==> config.mk <==
export PLATFORM = sky130hd
export DESIGN_NAME = fetch_unit
export DESIGN_NICKNAME = d
export VERILOG_FILES = /design/src/rtl/fetch_unit_pkg.sv /design/src/rtl/fetch_queue.sv /design/src/rtl/fetch_unit.sv
export SDC_FILE = /design/constraint.sdc
export NUM_CORES = 1
export LEC_CHECK = 0
export CAP_MARGIN = 20
export CORE_MARGIN = 2
export CORE_UTILIZATION = 45
export CTS_CLUSTER_DIAMETER = 120
export DETAILED_ROUTE_END_ITERATION = 12
export GPL_TIMING_DRIVEN = 0
export PLACE_DENSITY = 0.84
export SLEW_MARGIN = 20
export SYNTH_ARGS = -nofsm -noshare
export SYNTH_HDL_FRONTEND = slang
export SYNTH_SLANG_ARGS = --single-unit
==> constraint.sdc <==
create_clock -name clk -period 25.1 [get_ports clk]
set_input_delay 5.02 -clock clk [delete_from_list [all_inputs] [get_ports clk]]
set_output_delay 5.02 -clock clk [all_outputs]
set_load 0.05 [all_outputs]
==> src/rtl/fetch_unit_pkg.sv <==
// Shared constants and types for the instruction fetch stage.
package fetch_unit_pkg;

    localparam int unsigned XLEN = 32;
    localparam logic [XLEN-1:0] RESET_PC_DEFAULT = 32'h0000_0000;
    // Bubble inserted by ID whenever no fetched instruction is presented.
    localparam logic [XLEN-1:0] INST_NOP = 32'h0000_0013;

    typedef struct packed {
        logic [XLEN-1:0] pc;
        logic [XLEN-1:0] inst;
    } fq_entry_t;

    function automatic logic [XLEN-1:0] align_pc(input logic [XLEN-1:0] pc);
        return pc & 32'hFFFF_FFFC;
    endfunction

endpackage

==> src/rtl/fetch_queue.sv <==
// Generic circular FIFO; flush beats push/pop, head reads as zero when empty.
module fetch_queue #(
    parameter int unsigned Width = 64,
    parameter int unsigned Depth = 2,
    localparam int unsigned PtrW = $clog2(Depth),
    localparam int unsigned CntW = $clog2(Depth + 1)
) (
    input  logic             clk,
    input  logic             i_rst_n,
    input  logic             i_push,
    input  logic             i_pop,
    input  logic             i_flush,
    input  logic [Width-1:0] i_push_data,
    output logic [Width-1:0] o_head_data,
    output logic [CntW-1:0]  o_count
);

    logic [Width-1:0] r_mem [Depth];
    logic [PtrW-1:0]  r_wr_ptr;
    logic [PtrW-1:0]  r_rd_ptr;
    logic [CntW-1:0]  r_count;

    always_ff @(posedge clk) begin
        if (!i_rst_n) begin
            r_wr_ptr <= '0;
            r_rd_ptr <= '0;
            r_count  <= '0;
        end else if (i_flush) begin
            r_wr_ptr <= '0;
            r_rd_ptr <= '0;
            r_count  <= '0;
        end else begin
            if (i_push) r_wr_ptr <= r_wr_ptr + PtrW'(1);
            if (i_pop)  r_rd_ptr <= r_rd_ptr + PtrW'(1);
            r_count <= r_count + CntW'(i_push) - CntW'(i_pop);
        end
    end

    // Storage is deliberately left out of reset; the pointers define validity.
    always_ff @(posedge clk) begin
        if (i_rst_n && !i_flush && i_push) begin
            r_mem[r_wr_ptr] <= i_push_data;
        end
    end

    assign o_head_data = (r_count == '0) ? '0 : r_mem[r_rd_ptr];
    assign o_count     = r_count;

endmodule

==> src/rtl/fetch_unit.sv <==
// Instruction fetch stage: owns the fetch PC and a prefetch queue feeding ID.
module fetch_unit
    import fetch_unit_pkg::*;
#(
    parameter int unsigned     QDEPTH   = 2,
    parameter logic [XLEN-1:0] RESET_PC = RESET_PC_DEFAULT,
    localparam int unsigned    CntW     = $clog2(QDEPTH + 1)
) (
    input  logic            clk,
    input  logic            reset,
    output logic [XLEN-1:0] imem_addr,
    input  logic [XLEN-1:0] imem_dout,
    input  logic            redirect_valid,
    input  logic [XLEN-1:0] redirect_pc,
    input  logic            halt,
    output logic            if_valid,
    input  logic            if_ready,
    output logic [XLEN-1:0] if_pc,
    output logic [XLEN-1:0] if_inst,
    output logic [CntW-1:0] fq_count
);

    logic [XLEN-1:0] r_fetch_pc;
    logic            w_deq;
    logic            w_enq;
    fq_entry_t       w_push_entry;
    fq_entry_t       w_head_entry;

    assign w_deq = if_valid & if_ready;
    // A full queue still accepts a new entry when the head leaves this cycle.
    assign w_enq = !redirect_valid && !halt && ((fq_count < CntW'(QDEPTH)) || w_deq);

    always_ff @(posedge clk) begin
        if (!reset) begin
            r_fetch_pc <= RESET_PC;
        end else if (redirect_valid) begin
            r_fetch_pc <= align_pc(redirect_pc);
        end else if (w_enq) begin
            r_fetch_pc <= r_fetch_pc + 32'd4;
        end
    end

    assign w_push_entry = '{pc: r_fetch_pc, inst: imem_dout};

    fetch_queue #(
        .Width ($bits(fq_entry_t)),
        .Depth (QDEPTH)
    ) u_fetch_queue (
        .clk         (clk),
        .i_rst_n     (reset),
        .i_push      (w_enq),
        .i_pop       (w_deq),
        .i_flush     (redirect_valid),
        .i_push_data (w_push_entry),
        .o_head_data (w_head_entry),
        .o_count     (fq_count)
    );

    assign imem_addr = r_fetch_pc;
    assign if_valid  = (fq_count != '0) && !redirect_valid;
    assign if_pc     = w_head_entry.pc;
    assign if_inst   = w_head_entry.inst;

endmodule
After elaboration in Yosys (flattened, before gate mapping)
Memories as Yosys holds them, arrays and structs flattened. A register that Yosys moved wholly into a read port is not among the register bits. Index checks and enable logic that the tools add are counted.

Flip-flop bits (word level): 36. Bits in latches: 0. Memory bits (writable): 128. Memory bits (read-only): 0. Input bits: 69. Output and inout bits: 99. Memories: 1.

Add/sub/neg operators: 5. Multipliers: 0. Divide/modulo/power cells: 0. $lt $le $gt $ge: 1. Eq/ne operators: 0. Shift-type cells: 0. Multiplexer cells: 7. Bitwise operators: 2. Reduce and logical (&&, ||, !) cells: 12.

Memories: u_fetch_queue.r_mem (depth 2, bits a word 64, read ports 1, clocked after Yosys merged registers in 1, wr ports 1, RTL line fetch_queue.sv:18) `logic [Width-1:0] r_mem [Depth];`.

Operators by type and width (count): $mux 32 (2); $mux 64 (1); $add 32x3->32 const B (1); $logic_and 1x1->1 (5); $mux 1 (4); $reduce_bool 2->1 (2); $add 1x1->1 const B (2); $add 2x1->2 (1); $logic_not 1->1 (2); $logic_not 2->1 (1); $lt 2x2->1 const B (1); $reduce_or 2->1 (1); $sub 2x1->2 (1); $and 1x1->1 (1); $logic_or 1x1->1 (1); $not 1->1 (1).

Depth between registers and ports, before layout
Gate-level depths: netlist of the first run.

Depth in word-level cells: 8. Mapped depth: 10. Gate-level depth less buffers: 9.

Modules after synthesis
A second synthesis of the first run with hierarchy kept.

Cells, all modules: 545. Area, all modules: 7066.8 um^2.

By module, submodules not included: fetch_queue (times used 1, cells each 291, area an instance 5098.6 um^2); fetch_unit (times used 1, cells each 254, area an instance 1968.1 um^2).

Worst setup path after synthesis of the first run
Ideal clock, no wire load.

Kind: input to register. From: input port redirect_valid. To: memory u_fetch_queue.r_mem[0][0] (enable). Setup time: 0.635 ns. Arrival: 11.511 ns. Required time: 24.465 ns. Setup slack: 12.954 ns. Stages on the path: 4. Buffers on the path: 2. Cell sequence: clkbuf_1 > clkbuf_1 > nand2b_1 > nor4_1.

Longest elaborated chain between the ends: 8.

RTL lines: start, declared (RTL line fetch_unit.sv:13) `input logic redirect_valid,`; $logic_not 1->1 * (RTL line fetch_queue.sv:41, fetch_unit.sv:31, fetch_unit.sv:60); $logic_and 1x1->1 (RTL line fetch_unit.sv:60) `assign if_valid = (fq_count != '0) && !redirect_valid;`; $and 1x1->1 (RTL line fetch_unit.sv:29) `assign w_deq = if_valid & if_ready;`; $logic_or 1x1->1 (RTL line fetch_unit.sv:31) `assign w_enq = !redirect_valid && !halt && ((fq_count < CntW'(QDEPTH)) || w_deq);`; $logic_and 1x1->1 (RTL line fetch_unit.sv:31); $logic_and 1x1->1 * (RTL line fetch_queue.sv:41) `if (i_rst_n && !i_flush && i_push) begin`; $mux 1 * (RTL line fetch_queue.sv:41); $mux 1 (not written as such) * (RTL line fetch_queue.sv:42) `r_mem[r_wr_ptr] <= i_push_data;`; end, declared (RTL line fetch_queue.sv:18).

Every way passes the cells marked *; elsewhere a longest branch is shown, timed or not.

Worst setup path after layout of the first run
From: input port redirect_valid. To: output port if_valid.

Longest elaborated chain between the ends: 2.

RTL lines: $logic_not 1->1 (RTL line fetch_unit.sv:60); $logic_and 1x1->1 (RTL line fetch_unit.sv:60); end, declared (RTL line fetch_unit.sv:16) `output logic if_valid,`.

Every way passes these cells.

==> impl_metrics.ini, run 1 <==
[run_status]
outcome = complete, no violations

[die]
die_h_um = 127
die_area_um2 = 16000
starting_density_of_the_core_pct = 46.4
die_w_um = 127
ios = 168
core_area_um2 = 14600
rows = 44

[sta]
max_freq_ghz = 0.0814
clock_skew_ns = 0.00698
maxSlewViolCount = 0
slew-limit-headroom_pct = 34.5
rsz0062_at_grt = no
fin_tns_setup_ns = 0
layout_setup_ws_ns = 12.81
timing_hold_violations_final = 0
final.period_utilization_pct = 49.0
timing.final.crit_period_ns = 12.29
worst_slew_pin_slew_ns = 0.974
finalSetupViolations = 0

[cells_and_area]
drive_above_1_share_pct = 7.78
insertedDiodeCount = 0
filler_cell_count = 1100
multiInputGateArea_um2 = 2200
layout-area-overhead-vs-synth_pct = 37.2
ff_latch_area_um2 = 4420
finish.net_count = 792
post-route-util_pct = 63.7
final_cell_count_no_fill = 917

[place]
worst_setup_slack_post_dpl_ns = 12.87
detailed_place_hpwl_um = 12200
place.port_buffers = 158
post-place-cells = 885
routabilityCongestion = 0.871

[clock_network]
clock_pin_slew_reported_for_the_worst_setup_and_hold_paths_after_clock_tree_synthesis_ns = 0.06
post_cts_buffers = 0
htree_levels = 4
cts_tree = done
clk_latency_ns = 0.42
cts.root.buffer_cell = clkbuf_16
cts.hold.buffers_added = 0
cts_resized = 0
cts.sink_count = 159
tritoncts.num_buffers = 17
clk_path_buf_depth = 2

[critical_path]
worstPathArrival_ns = 7.27
worst-endpoint-required_ns = 20.08
setup.worst_path.start_class = input pin
worst-setup-path-type = in2out
timing.critical_path.to_type = primary output
path_max_fanout = 10

[grt]
grt_overflow = 0
initial_antenna_violation_count = 0
via_count_of_the_first_global_routing_pass = 4993
maximum_number_of_pins_on_one_net_before_global_route_repair = 53
grt_first_pass_wirelength_um = 26500
track_usage_pct = 21.3

[drt]
wl_per_cell_um = 18.6
route.final.wire_length_um = 17100
drt-initial-drc-count = 366
final_antenna_net_count = 0
firstDrtPassIters = 5
vias = 5125
vias_per_cell = 5.59
post-route-drc-count = 0

[synthesis]
synthCells = 529
synth-warning-count = 0
postSynthAreaPerCell_um2 = 12.8
synth_area_leaders = edfxtp_1 55%, dfxtp_1 10%, mux2i_1 9.2%
yosys.cell_count.top_type = edfxtp_1
synth_edf_count = 124
ys_async_sr_fraction_pct = 0
synth.lib_cells_used.distinct = 44
ys_top_cells_by_count = 124 x edfxtp_1, 85 x nor2_1, 62 x mux2i_1
synth_largest_type_area_fraction_pct = 55.0
synth.yosys.seq_area_share_pct = 65.4
synth_top_area_cell = edfxtp_1
post_synth_instance_area_um2 = 6770
postSynthRegisterBits = 159
synth_ff_type = edfxtp_1

[hold_path]
hp-class = reg2reg

[pwr]
largest_vdd_supply_drop_v = 0.0000480
p_leak_nw = 2.99
finalPower_w = 0.000621
p_per_area_nw_per_um2 = 66.9

[run]
cap_violations = 0
[power breakdown]
| part | total (W) | leakage, nW | internal (W) | switching (W) |
|---|---|---|---|---|
| clock network | 0.000249 | 0.283 | 0.000149 | 0.0000993 |
| registers | 0.000300 | 1.44 | 0.000292 | 0.00000811 |
| logic | 0.0000725 | 1.27 | 0.0000279 | 0.0000446 |
| total | 0.000621 | 2.99 | 0.000469 | 0.000152 |
[per-layer routing]
metal  GRT usage (%)  share of wire [%]  vias to the layer above
met1            26.8                 41                     2447
met2            35.2                 48                      271
met4            7.82                1.9                        0
li1                -                  -                     2377
met5               0                  0                        -
met3            6.20                9.2                       30
[stage by stage]
step | cell area, um2 | hold slack, ns
4_1_cts | 9290 | 0.527
3_5_place_dp | 8700 | 0.519
6_report | 9290 | 0.522
3_3_place_gp | 8590 | 0.495
2_1_floorplan | 6780 | 0.481
5_1_grt | 9290 | 0.537
[area by class of cell]
| cell class | count | area share, % |
|---|---|---|
| buffer | 33 | 1.55 |
| multi-input combinational | 334 | 23.7 |
| inverter | 6 | 0.243 |
| tap | 184 | 2.48 |
| sequential | 159 | 47.6 |
| clock inverter | 6 | 0.499 |
| clock buffer | 26 | 5.83 |
| timing repair buffer | 169 | 18.1 |
[layout by cell type (no fill, tap or decap), types with 4 or more instances in the layout]
cell             count
nor4_2               4
nand4_1             18
clkbuf_1            22
xnor2_1              8
o21ai_0             24
clkdlybuf4s50_1    158
nor3_1               9
clkbuf_8             4
nand2_1             12
nand2b_1             4
nor2_1              85
buf_4                6
buf_2               10
a211oi_1             6
mux2i_1             62
clkbuf_16           19
a31oi_1              4
and4_1               6
a21oi_1              9
nand3_1              9
nor2b_1             11
nor3b_1              9
inv_1                6
buf_1                6
and3_1               5
a311oi_1            11
conb_1               4
dfxtp_1             35
o31ai_1              4
edfxtp_1           124
[cell families after synthesis]
| group | share of synthesized area [%] |
|---|---|
| xor+xnor | 1.42 |
| other cells | 0.0554 |
| buf+inv | 2.46 |
| fa+ha+maj | 0.555 |
| compound gates | 6.75 |
| mux | 9.17 |
| flops | 65.4 |
| simple gates | 14.2 |
[path summary, 6_finish.rpt]
| kind | from | end | slack, ns | cells after the start |
|---|---|---|---|---|
| max | redirect_valid | if_valid | 12.81 | 5 |
| min reg2reg | imem_addr[31] | u_fetch_queue.r_mem[1][63] | 0.52 | 0 |
| max reg2reg | u_fetch_queue.o_count[1] | u_fetch_queue.r_mem[0][14] | 22.58 | 7 |
| min | imem_addr[31] | u_fetch_queue.r_mem[1][63] | 0.52 | 0 |
[worst max-delay path, cell delays in order]
cell and delay (ns):
clkbuf_1 0.35, clkbuf_1 0.45, clkbuf_1 0.62, nor2_1 0.11
clkdlybuf4s50_1 0.73
[flip-flops by register name, summed over array words and instances, names as in the netlist, named ones only]
| register | cells |
|---|---|
| imem_addr | 30 |
| u_fetch_queue.o_count | 2 |
| u_fetch_queue.r_mem | 124 |
| u_fetch_queue.r_rd_ptr | 1 |
| u_fetch_queue.r_wr_ptr | 1 |
Note: power is estimated with default switching activity, not from simulation.
==> run 2: changes to the inputs <==
==> constraint.sdc (replaced) <==
create_clock -name clk -period 11.8 [get_ports clk]
set_input_delay 2.36 -clock clk [delete_from_list [all_inputs] [get_ports clk]]
set_output_delay 2.36 -clock clk [all_outputs]
set_load 0.05 [all_outputs]
==> results of run 2 <==
The final DEF is identical to that of run 1. Status: complete, no violations.
Main changes from that run: setup slack after placement 12.87 ns -> 4.89 ns; setup slack after layout 12.81 ns -> 4.83 ns; register-to-register setup slack 22.58 ns -> 9.28 ns; total power 0.000621 W -> 0.00132 W; worst IR drop on VDD 0.0000480 V -> 0.000102 V
